`src/rtl/mem_protect_multi_pkg.sv`:
```
// Shared types for the N-region execution monitor: per-region FSM state encoding and
// violation source codes used by the optional capture logic.
package mem_protect_multi_pkg;

    typedef enum logic [1:0] {
        MP_ABORT = 2'd0,
        MP_RUN   = 2'd1,
        MP_DONE  = 2'd2
    } mp_state_e;

    localparam logic MP_SRC_CPU = 1'b0;
    localparam logic MP_SRC_DMA = 1'b1;

endpackage

```
`src/rtl/mem_protect_multi_if.sv`:
```
// Snooped core bus: program counter plus CPU and DMA write strobes/addresses.
// The core side drives it (master); the monitor only observes it (slave).
interface mem_protect_multi_if #(
    parameter int ADDR_W = 16
);
    logic [ADDR_W-1:0] pc;
    logic [ADDR_W-1:0] data_addr;
    logic              data_en;
    logic [ADDR_W-1:0] dma_addr;
    logic              dma_en;

    modport master (output pc, data_addr, data_en, dma_addr, dma_en);
    modport slave  (input  pc, data_addr, data_en, dma_addr, dma_en);
endinterface

```
`src/rtl/mem_protect_multi_region_fsm.sv`:
```
// One ER/PR pair: address compares, ABORT/RUN/DONE tracker and registered violation pulse.
// With MEM_PROTECT_VIOL_CAPTURE_EN the per-source hit terms are exported for capture.
module mem_protect_multi_region_fsm
    import mem_protect_multi_pkg::*;
#(
    parameter int ADDR_W = 16
) (
    input  logic              clk,
    input  logic              rst,
    input  logic              en,
    input  logic [ADDR_W-1:0] pc,
    input  logic [ADDR_W-1:0] data_addr,
    input  logic              data_en,
    input  logic [ADDR_W-1:0] dma_addr,
    input  logic              dma_en,
    input  logic [ADDR_W-1:0] er_min,
    input  logic [ADDR_W-1:0] er_max,
    input  logic [ADDR_W-1:0] pr_min,
    input  logic [ADDR_W-1:0] pr_max,
    output logic              exec,
    output logic              viol,
    output logic              viol_next
`ifdef MEM_PROTECT_VIOL_CAPTURE_EN
    ,
    output logic              cpu_hit,
    output logic              dma_hit
`endif
);

    mp_state_e state_reg, state_next;
    logic      viol_reg;
    logic      cpu_hit_w, dma_hit_w, hit, at_entry, at_exit, in_er;

    assign cpu_hit_w = data_en && (data_addr >= pr_min) && (data_addr <= pr_max);
    assign dma_hit_w = dma_en  && (dma_addr  >= pr_min) && (dma_addr  <= pr_max);
    assign hit       = cpu_hit_w || dma_hit_w;
    assign at_entry  = (pc == er_min);
    assign at_exit   = (pc == er_max);
    assign in_er     = (pc >= er_min) && (pc <= er_max);

    // A protected write always wins over entry/exit progress in the same cycle.
    always_comb begin
        state_next = state_reg;
        viol_next  = 1'b0;
        if (!en) begin
            state_next = MP_ABORT;
        end else begin
            case (state_reg)
                MP_ABORT: if (at_entry && !hit) state_next = MP_RUN;
                MP_RUN: begin
                    if (hit || !in_er) begin
                        state_next = MP_ABORT;
                        viol_next  = 1'b1;
                    end else if (at_exit) begin
                        state_next = MP_DONE;
                    end
                end
                MP_DONE: begin
                    if (hit) begin
                        state_next = MP_ABORT;
                        viol_next  = 1'b1;
                    end else if (at_entry) begin
                        state_next = MP_RUN;
                    end
                end
                default: state_next = MP_ABORT;
            endcase
        end
    end

    always_ff @(posedge clk or posedge rst) begin
        if (rst) begin
            state_reg <= MP_ABORT;
            viol_reg  <= 1'b0;
        end else begin
            state_reg <= state_next;
            viol_reg  <= viol_next;
        end
    end

    assign exec = (state_reg == MP_DONE);
    assign viol = viol_reg;

`ifdef MEM_PROTECT_VIOL_CAPTURE_EN
    assign cpu_hit = cpu_hit_w;
    assign dma_hit = dma_hit_w;
`endif

endmodule

```
`src/rtl/mem_protect_multi.sv`:
```
// N-region attested-execution monitor: per-region trackers, saturating violation-cycle counter,
// and first-violation capture registers when MEM_PROTECT_VIOL_CAPTURE_EN is defined.
module mem_protect_multi
    import mem_protect_multi_pkg::*;
#(
    parameter int  NUM_REGIONS = 4,
    parameter int  ADDR_W      = 16,
    parameter int  CNT_W       = 8,
    localparam int RGN_W       = (NUM_REGIONS > 1) ? $clog2(NUM_REGIONS) : 1
) (
    input  logic                          clk,
    input  logic                          rst,
    mem_protect_multi_if.slave            bus,
    input  logic [NUM_REGIONS*ADDR_W-1:0] er_min_flat,
    input  logic [NUM_REGIONS*ADDR_W-1:0] er_max_flat,
    input  logic [NUM_REGIONS*ADDR_W-1:0] pr_min_flat,
    input  logic [NUM_REGIONS*ADDR_W-1:0] pr_max_flat,
    input  logic [NUM_REGIONS-1:0]        region_en,
    output logic [NUM_REGIONS-1:0]        exec,
    output logic [NUM_REGIONS-1:0]        viol,
    output logic [CNT_W-1:0]              viol_cnt
`ifdef MEM_PROTECT_VIOL_CAPTURE_EN
    ,
    output logic [ADDR_W-1:0]             viol_addr,
    output logic                          viol_src,
    output logic [RGN_W-1:0]              viol_rgn,
    output logic                          viol_vld,
    input  logic                          viol_clr
`endif
);

    logic [NUM_REGIONS-1:0] viol_next;
    logic                   any_viol;
    logic [CNT_W-1:0]       viol_cnt_reg;
`ifdef MEM_PROTECT_VIOL_CAPTURE_EN
    logic [NUM_REGIONS-1:0] cpu_hit, dma_hit;
`endif

    genvar gi;
    generate
        for (gi = 0; gi < NUM_REGIONS; gi++) begin : g_region
            mem_protect_multi_region_fsm #(.ADDR_W(ADDR_W)) u_fsm (
                .clk       (clk),
                .rst       (rst),
                .en        (region_en[gi]),
                .pc        (bus.pc),
                .data_addr (bus.data_addr),
                .data_en   (bus.data_en),
                .dma_addr  (bus.dma_addr),
                .dma_en    (bus.dma_en),
                .er_min    (er_min_flat[gi*ADDR_W +: ADDR_W]),
                .er_max    (er_max_flat[gi*ADDR_W +: ADDR_W]),
                .pr_min    (pr_min_flat[gi*ADDR_W +: ADDR_W]),
                .pr_max    (pr_max_flat[gi*ADDR_W +: ADDR_W]),
                .exec      (exec[gi]),
                .viol      (viol[gi]),
                .viol_next (viol_next[gi])
`ifdef MEM_PROTECT_VIOL_CAPTURE_EN
                ,
                .cpu_hit   (cpu_hit[gi]),
                .dma_hit   (dma_hit[gi])
`endif
            );
        end
    endgenerate

    // Counts violation cycles, not violating regions.
    assign any_viol = |viol_next;

    always_ff @(posedge clk or posedge rst) begin
        if (rst) begin
            viol_cnt_reg <= '0;
        end else if (any_viol && (viol_cnt_reg != {CNT_W{1'b1}})) begin
            viol_cnt_reg <= viol_cnt_reg + CNT_W'(1);
        end
    end

    assign viol_cnt = viol_cnt_reg;

`ifdef MEM_PROTECT_VIOL_CAPTURE_EN
    logic [ADDR_W-1:0] cap_addr_next, viol_addr_reg;
    logic              cap_src_next, viol_src_reg, viol_vld_reg;
    logic [RGN_W-1:0]  cap_rgn_next, viol_rgn_reg;

    // Descending scan so the lowest violating region is the one reported; CPU wins over DMA,
    // and a violation with no write behind it was an exit from ER, reported as pc.
    always_comb begin
        cap_rgn_next  = '0;
        cap_addr_next = bus.pc;
        cap_src_next  = MP_SRC_CPU;
        for (int i = NUM_REGIONS - 1; i >= 0; i--) begin
            if (viol_next[i]) begin
                cap_rgn_next = RGN_W'(i);
                if (cpu_hit[i]) begin
                    cap_addr_next = bus.data_addr;
                    cap_src_next  = MP_SRC_CPU;
                end else if (dma_hit[i]) begin
                    cap_addr_next = bus.dma_addr;
                    cap_src_next  = MP_SRC_DMA;
                end else begin
                    cap_addr_next = bus.pc;
                    cap_src_next  = MP_SRC_CPU;
                end
            end
        end
    end

    always_ff @(posedge clk or posedge rst) begin
        if (rst) begin
            viol_addr_reg <= '0;
            viol_src_reg  <= 1'b0;
            viol_rgn_reg  <= '0;
            viol_vld_reg  <= 1'b0;
        end else if (any_viol && (!viol_vld_reg || viol_clr)) begin
            viol_addr_reg <= cap_addr_next;
            viol_src_reg  <= cap_src_next;
            viol_rgn_reg  <= cap_rgn_next;
            viol_vld_reg  <= 1'b1;
        end else if (viol_clr) begin
            viol_vld_reg  <= 1'b0;
        end
    end

    assign viol_addr = viol_addr_reg;
    assign viol_src  = viol_src_reg;
    assign viol_rgn  = viol_rgn_reg;
    assign viol_vld  = viol_vld_reg;
`endif

endmodule

```
`src/flat_wrapper.sv`:
```
// flat-port wrapper written by rule: the top's interface ports become plain ports
module mem_protect_multi_flat import mem_protect_multi_pkg::*;
#(
    parameter int  NUM_REGIONS = 4,
    parameter int  ADDR_W      = 16,
    parameter int  CNT_W       = 8,
    localparam int RGN_W       = (NUM_REGIONS > 1) ? $clog2(NUM_REGIONS) : 1
)
  (clk, rst, er_min_flat, er_max_flat, pr_min_flat, pr_max_flat, region_en, exec, viol, viol_cnt, bus_pc, bus_data_addr, bus_data_en, bus_dma_addr, bus_dma_en);
  mem_protect_multi_if #(.ADDR_W(ADDR_W)) bus_i ();
  input  logic clk;
  input  logic rst;
  input  logic [NUM_REGIONS*ADDR_W-1:0] er_min_flat;
  input  logic [NUM_REGIONS*ADDR_W-1:0] er_max_flat;
  input  logic [NUM_REGIONS*ADDR_W-1:0] pr_min_flat;
  input  logic [NUM_REGIONS*ADDR_W-1:0] pr_max_flat;
  input  logic [NUM_REGIONS-1:0] region_en;
  output logic [NUM_REGIONS-1:0] exec;
  output logic [NUM_REGIONS-1:0] viol;
  output logic [CNT_W-1:0] viol_cnt;
  input wire logic [$bits(bus_i.pc)-1:0] bus_pc;
  input wire logic [$bits(bus_i.data_addr)-1:0] bus_data_addr;
  input wire logic [$bits(bus_i.data_en)-1:0] bus_data_en;
  input wire logic [$bits(bus_i.dma_addr)-1:0] bus_dma_addr;
  input wire logic [$bits(bus_i.dma_en)-1:0] bus_dma_en;
  assign bus_i.pc = bus_pc;
  assign bus_i.data_addr = bus_data_addr;
  assign bus_i.data_en = bus_data_en;
  assign bus_i.dma_addr = bus_dma_addr;
  assign bus_i.dma_en = bus_dma_en;
  mem_protect_multi #(.NUM_REGIONS(NUM_REGIONS), .ADDR_W(ADDR_W), .CNT_W(CNT_W)) u_core (.clk(clk), .rst(rst), .bus(bus_i), .er_min_flat(er_min_flat), .er_max_flat(er_max_flat), .pr_min_flat(pr_min_flat), .pr_max_flat(pr_max_flat), .region_en(region_en), .exec(exec), .viol(viol), .viol_cnt(viol_cnt));
endmodule
```
`config.mk`:
```
export PLATFORM = sky130hd
export DESIGN_NAME = mem_protect_multi_flat
export DESIGN_NICKNAME = d
export VERILOG_FILES = /design/src/rtl/mem_protect_multi_pkg.sv /design/src/rtl/mem_protect_multi_if.sv /design/src/rtl/mem_protect_multi_region_fsm.sv /design/src/rtl/mem_protect_multi.sv /design/src/flat_wrapper.sv
export SDC_FILE = /design/constraint.sdc
export NUM_CORES = 1
export LEC_CHECK = 0
export ABC_CLOCK_PERIOD_IN_PS = 2900
export CAP_MARGIN = 0
export CORE_ASPECT_RATIO = 0.75
export CORE_MARGIN = 4
export CORE_UTILIZATION = 58
export CTS_BUF_LIST = sky130_fd_sc_hd__clkbuf_8
export CTS_CLUSTER_SIZE = 40
export DETAILED_ROUTE_END_ITERATION = 12
export DONT_BUFFER_PORTS = 1
export PLACE_DENSITY = 0.74
export SLEW_MARGIN = 0
export SYNTH_ARGS = -nofsm -noshare
export SYNTH_HDL_FRONTEND = slang
export SYNTH_SLANG_ARGS = --single-unit
```
`constraint.sdc`:
```
create_clock -name clk -period 2.9 [get_ports clk]
set_input_delay 0.435 -clock clk [delete_from_list [all_inputs] [get_ports clk]]
set_output_delay 0.435 -clock clk [all_outputs]
set_load 0.01 [all_outputs]
```
==> results.cfg, run 1 <==
[worst_setup_path]
critPathKind = input pin to flip-flop
reg2reg_slack_ns = 0.56
crit_fanout = 3
reg2reg_to = u_core.viol_cnt[1]$_DFFE_PP0P_
required_ns = 3.05
cp-start-kind = input pin
end_kind = flip-flop
crit_start = pr_max_flat[10]
slowest_delay_ns = 0.55
reg2reg_depth = 7
worstPathArrival_ns = 3.30
worstPathCellList = inv_1 > ha_4 > nand4_1 > nor4_2 > a21boi_2 > o41a_2 > a31oi_4 > nor4_4 > o22ai_2 > or4_4 > and2_4 > mux2_4
cp_top_family = simple AND/OR/NAND/NOR gates
path_buf_inv = 1
slowest_stage = or4_4
reg2reg_from = u_core.g_region[2].u_fsm.state_reg[0]$_DFFE_PP0P_

[routing]
viasPerCell = 6.11
postRouteAntennaNets = 0
vias = 10700
drt_first_iter_violations = 878
routed_wl_um = 36900
routedWlPerCell_um = 21.2
drc = 0
drt_pass1_iterations = 5

[yosys]
ys_ff_latch = 20
async_flop_share_pct = 100
synth_top_area_share_pct = 48.6
netlist_top_cells_area = ha_1, inv_1, a21oi_1
yosysWarnings = 0
syn_avg_cell_area_um2 = 7.70
netlist.top_cell.by_area = ha_1
ys.flop_type = dfrtp_1
syn_nets = 2054
postSynthCellCount = 1341
netlist_area_um2 = 10300
synth_edf_count = 0
ys_types = 63
synth-seq-area-share_pct = 4.85

[sta]
clock_skew_ns = 0.00658
rsz0062_at_grt = yes
setup_violations = 10
maxSlewViolCount = 0
fin_crit_ns = 3.15
max_slew.worst_pin.slew_ns = 0.759
hold_viol_final = 0
period_share_pct = 108
fmax_ghz = 0.318
relSlewSlack_pct = 49.3
fin_ws_ns = -0.246
finalSetupTns_ns = -1.57
holdWs_ns = 0.185

[placement]
place_inst = 1722
place.gp.congestion = 0.965
place_hpwl_um = 31000
port_buffers = 0

[final_layout]
drive_gt1_share_pct = 16.8
utilization_pct = 72.8
regArea_um2 = 500
final_cell_mix = ha_1, inv_1, buf_4, a21oi_1, nand2_1
diodes = 0
syn2layout_area_growth_pct = 20.7
final_common_cell = ha_1
fin_nets = 2221
nFillCells = 1390
stdcell_count = 1743
multi_input_comb_area_um2 = 9300

[grt]
met1_usage_pct = 49.9
met3_usage_pct = 9.26
grt_overflow = 0
grtUsageMet2_pct = 53.2
globalRouteTotalUtil_pct = 34.8
busiest_layer = met2
grt_pass1_wl_um = 55000
antenna_found_initial = 1
grt_pass1_vias = 10500
grt_max_degree = 21

[clock_tree]
clkSlewWorstSetupHoldPaths_ns = 0.08
cts_buffers = 3
cts_sinks = 20
htreeDepth = 1
clk_latency_ns = 0.26
cts_tree = built
clockBufferDepth = 2
cts_hold_buf = 0
clock-root-buffer = clkbuf_8

[floorplan]
start_util_pct = 60.3
io_pins = 328
die_w_um = 162
coreArea_um2 = 17100
die_y_um = 124
die_area_um2 = 20000
row_count = 41

[power]
p_int_mw = 1.21
pwr-share-clk_pct = 13.3
leakage_nw = 6.92
pwr-share-seq_pct = 13.2
swShare_pct = 42.9
ir_drop_mv = 0.132
p_comb_share_pct = 73.5
power_switching_uw = 906
power_mw = 2.11
power_density_nw_per_um2 = 169

[run_status]
violations = setup timing
outcome = finished with violations

[worst_hold_path]
hold_class = input pin to async pin

[job]
drv_cap = 0
[power by group through the flow]
stage	Clock (mW)	Sequential [mW]	Combinational [mW]
2_1_floorplan	0	0.284	0.920
3_3_place_gp	0	0.284	1.35
3_5_place_dp	0	0.284	1.41
4_1_cts	0.282	0.279	1.47
5_1_grt	0.294	0.279	1.76
6_report	0.282	0.279	1.55
[kinds of logic (layout without fill, tap and decap cells)]
family,count (synthesis),after routing,share of synthesized area (%)
simple gates,304,304,15.8
flops,20,20,4.85
mux,2,2,0.242
fa+ha+maj,401,401,48.6
buf+inv,272,438,10.2
xor+xnor,2,2,0.170
compound gates,340,340,20.1
[per-layer routing]
metal / wire, um / vias to the layer above
met3: 3970 / 40
met1: 16900 / 4968
met5: 0 / -
met4: 541 / 0
met2: 15500 / 437
li1: - / 5211
[through the flow]
stage,setup WS (ns),instance area (um2)
final,-0.246,12500
after global routing,-0.260,12500
after CTS,-0.102,12200
after detailed placement,-0.629,11800
after global placement,-0.610,11800
after floorplan,-0.213,10400
[layout make-up]
cell class | count | share of cell area (%)
Sequential cell | 20 | 4.01
Clock buffer | 3 | 0.331
Inverter | 263 | 8.01
Multi-Input combinational cell | 1049 | 74.6
Clock inverter | 1 | 0.241
Timing Repair Buffer | 171 | 10.4
Tap cell | 236 | 2.37
[worst register-to-register path, stage by stage, from the launching register on]
cell and delay [ns]:
dfrtp_1 0.42, inv_1 0.09, ha_1 0.33, o211ai_1 0.26, o22ai_2 0.11, or4_4 0.57
and2_4 0.18, mux2_4 0.29
[cells in the mapped netlist, drive strengths merged, types with 6 or more instances]
cell / count
a211oi: 15
a21boi: 15
nand2: 76
o21ai: 54
ha: 401
buf: 9
nor3: 10
nor4: 17
nand3: 46
a21o: 40
inv: 263
a21oi: 156
dfrtp: 20
nand2b: 10
nor2b: 14
a31oi: 6
or3: 8
nand4: 66
and2: 7
o22ai: 7
nor2: 33
[worst max-delay path by stage]
stage,endpoint,slack [ns],cells past startpoint
finish,u_core.viol_cnt[1]$_DFFE_PP0P_,-0.25,12
global route,u_core.viol_cnt[1]$_DFFE_PP0P_,-0.26,12
CTS,u_core.viol_cnt[1]$_DFFE_PP0P_,-0.10,13
detailed placement,u_core.g_region[2].u_fsm.state_reg[0]$_DFFE_PP0P_,-0.63,13
global placement,u_core.viol_cnt[1]$_DFFE_PP0P_,-0.61,12
floorplan,u_core.viol_cnt[1]$_DFFE_PP0P_,-0.21,13
[timing repair]
item                       in CTS  in global routing
resized for setup              41                 43
setup buffers                  12                  5
setup endpoints to repair      15                 16
pin swaps                      23                 23
No activity file was read; power rests on OpenSTA's default activity.
==> run 2, diff against run 1 <==
- CTS_BUF_LIST: sky130_fd_sc_hd__clkbuf_8 -> default
==> run 2 against run 1 <==
Effect of this change:
- the flow still finishes with violations (setup timing)
- global-route usage about the same
- routed wire length down 1.2%
- register-to-register slack better by 0.02 ns
- final cell count down 0.11%
- critical path depth up 1
- sequential share of layout area about the same
- maximum frequency up 1.0%
- clock skew down 0.0038 ns
- die area unchanged
- first-iteration DRC count down 9.2%
- sequential power about the same
==> results.cfg, run 2 (synthesis gave the netlist of run 1 again) <==
[final_layout]
fin_nets = 2219
final_common_cell = ha_1
drive_gt1_share_pct = 16.0
final_cell_mix = ha_1, inv_1, buf_4, a21oi_1, nand2_1
diodes = 0
nFillCells = 1406
syn2layout_area_growth_pct = 20.3
stdcell_count = 1741
utilization_pct = 72.5

[floorplan]
coreArea_um2 = 17100
row_count = 41
die_w_um = 162
io_pins = 328
die_area_um2 = 20000
die_y_um = 124
start_util_pct = 60.3

[sta]
fmax_ghz = 0.321
clock_skew_ns = 0.00274
relSlewSlack_pct = 50.8
rsz0062_at_grt = yes
hold_viol_final = 0
setup_violations = 12
maxSlewViolCount = 0
period_share_pct = 107
max_slew.worst_pin.slew_ns = 0.738
fin_crit_ns = 3.11
fin_ws_ns = -0.214

[worst_setup_path]
crit_fanout = 4
cp_top_family = simple AND/OR/NAND/NOR gates
critPathKind = input pin to flip-flop
slowest_stage = or4_4
reg2reg_depth = 7
worstPathArrival_ns = 3.25
reg2reg_slack_ns = 0.58
cp.depth = 13
cp-start-kind = input pin
slowest_delay_ns = 0.51
required_ns = 3.04
worstPathCellList = clkinvlp_4 > buf_4 > ha_1 > nand2b_1 > a21oi_1 > o21ai_0 > a22oi_1 > a21oi_2 > nor4_2 > o22ai_1 > or4_4 > and2_4 > mux2_4
path_buf_inv = 2
end_kind = flip-flop

[grt]
grt_overflow = 0
grt_pass1_wl_um = 55000
grt_pass1_vias = 10500
grt_max_degree = 21
globalRouteTotalUtil_pct = 34.7
antenna_found_initial = 1

[clock_tree]
clockBufferDepth = 2
clock-root-buffer = clkbuf_16
cts_buffers = 3
clk_latency_ns = 0.25
clkSlewWorstSetupHoldPaths_ns = 0.06
cts_tree = built
htreeDepth = 1
cts_sinks = 20

[placement]
place_inst = 1722
place_hpwl_um = 31000
port_buffers = 0
place.gp.congestion = 0.965

[power]
leakage_nw = 6.92
ir_drop_mv = 0.168
power_density_nw_per_um2 = 177

[routing]
postRouteAntennaNets = 0
drt_pass1_iterations = 5
routedWlPerCell_um = 20.9
viasPerCell = 6.12
vias = 10700
drt_first_iter_violations = 797
drc = 0
routed_wl_um = 36400

[run_status]
outcome = finished with violations
violations = setup timing

[job]
drv_cap = 0

[worst_hold_path]
hold_class = input pin to async pin
run 2: cell types whose count changed in the layout (fill, tap and decap cells not counted), sizes merged:
cell  delta
buf      -2
run 2: power by group:
group          internal, mW  switching [mW]
logic                 0.736           0.798
clock network         0.274           0.107
registers             0.279        0.000134
run 2: worst reg2reg max path, delay by kind of cell (launching register included):
| family | cells | cell delay (ns) |
|---|---|---|
| and+or+nand+nor | 2 | 0.72 |
| DFF | 1 | 0.42 |
| AOI/OAI and AO/OA | 2 | 0.37 |
| adders and majority gates | 1 | 0.33 |
| muxes | 1 | 0.29 |
| buffers and inverters | 1 | 0.09 |
run 2: final cells by class:
type	count	area, um2	area share (%)
clock buffer	3	75.1	0.604
clock inverter	1	30.0	0.242
inverter	263	998	8.04
multi-input combinational	1049	9250	74.4
sequential	20	500	4.03
tap	236	295	2.38
timing repair buffer	169	1280	10.3
run 2: final timing paths:
path / startpoint / endpoint
min in group clk: region_en[1] / u_core.g_region[1].u_fsm.state_reg[1]$_DFFE_PP0P_
hold / removal: rst / u_core.viol_cnt[0]$_DFFE_PP0P_
setup reg to reg: u_core.g_region[2].u_fsm.state_reg[0]$_DFFE_PP0P_ / u_core.viol_cnt[1]$_DFFE_PP0P_
setup / recovery: bus_data_addr[0] / u_core.viol_cnt[1]$_DFFE_PP0P_
max in group asynchronous: rst / u_core.g_region[0].u_fsm.viol$_DFF_PP0_
hold reg to reg: u_core.viol_cnt[3]$_DFFE_PP0P_ / u_core.viol_cnt[3]$_DFFE_PP0P_
run 2: metrics by stage:
| step | setup slack, ns | power, mW | hold slack (ns) | area (um2) | TNS (ns) |
|---|---|---|---|---|---|
| after global routing | -0.264 | 2.41 | 0.279 | 12400 | -2.84 |
| final | -0.214 | 2.19 | 0.192 | 12400 | -1.72 |
| after global placement | -0.610 | 1.64 | 0.488 | 11800 | -6.83 |
| after detailed placement | -0.629 | 1.70 | 0.499 | 11800 | -7.64 |
| after CTS | -0.117 | 2.14 | 0.229 | 12300 | -0.626 |
| after floorplan | -0.213 | 1.20 | 0.399 | 10400 | -0.333 |
run 2: per-layer routing:
metal,GRT usage [%],up-vias,part of all wire [%]
li1,-,5199,-
met1,49.5,4937,45
met2,52.9,472,41
met3,9.96,46,12
met4,5.92,0,1.6
met5,0,-,0
run 2: what timing repair did:
item / 4_1_cts / 5_1_grt
pin swaps: 23 / 15
hold buffers: 0 / 0
buffers inserted: 14 / 1
resized for setup: 43 / 22
gates cloned: 0 / 0
endpoints found under the setup margin: 15 / 16
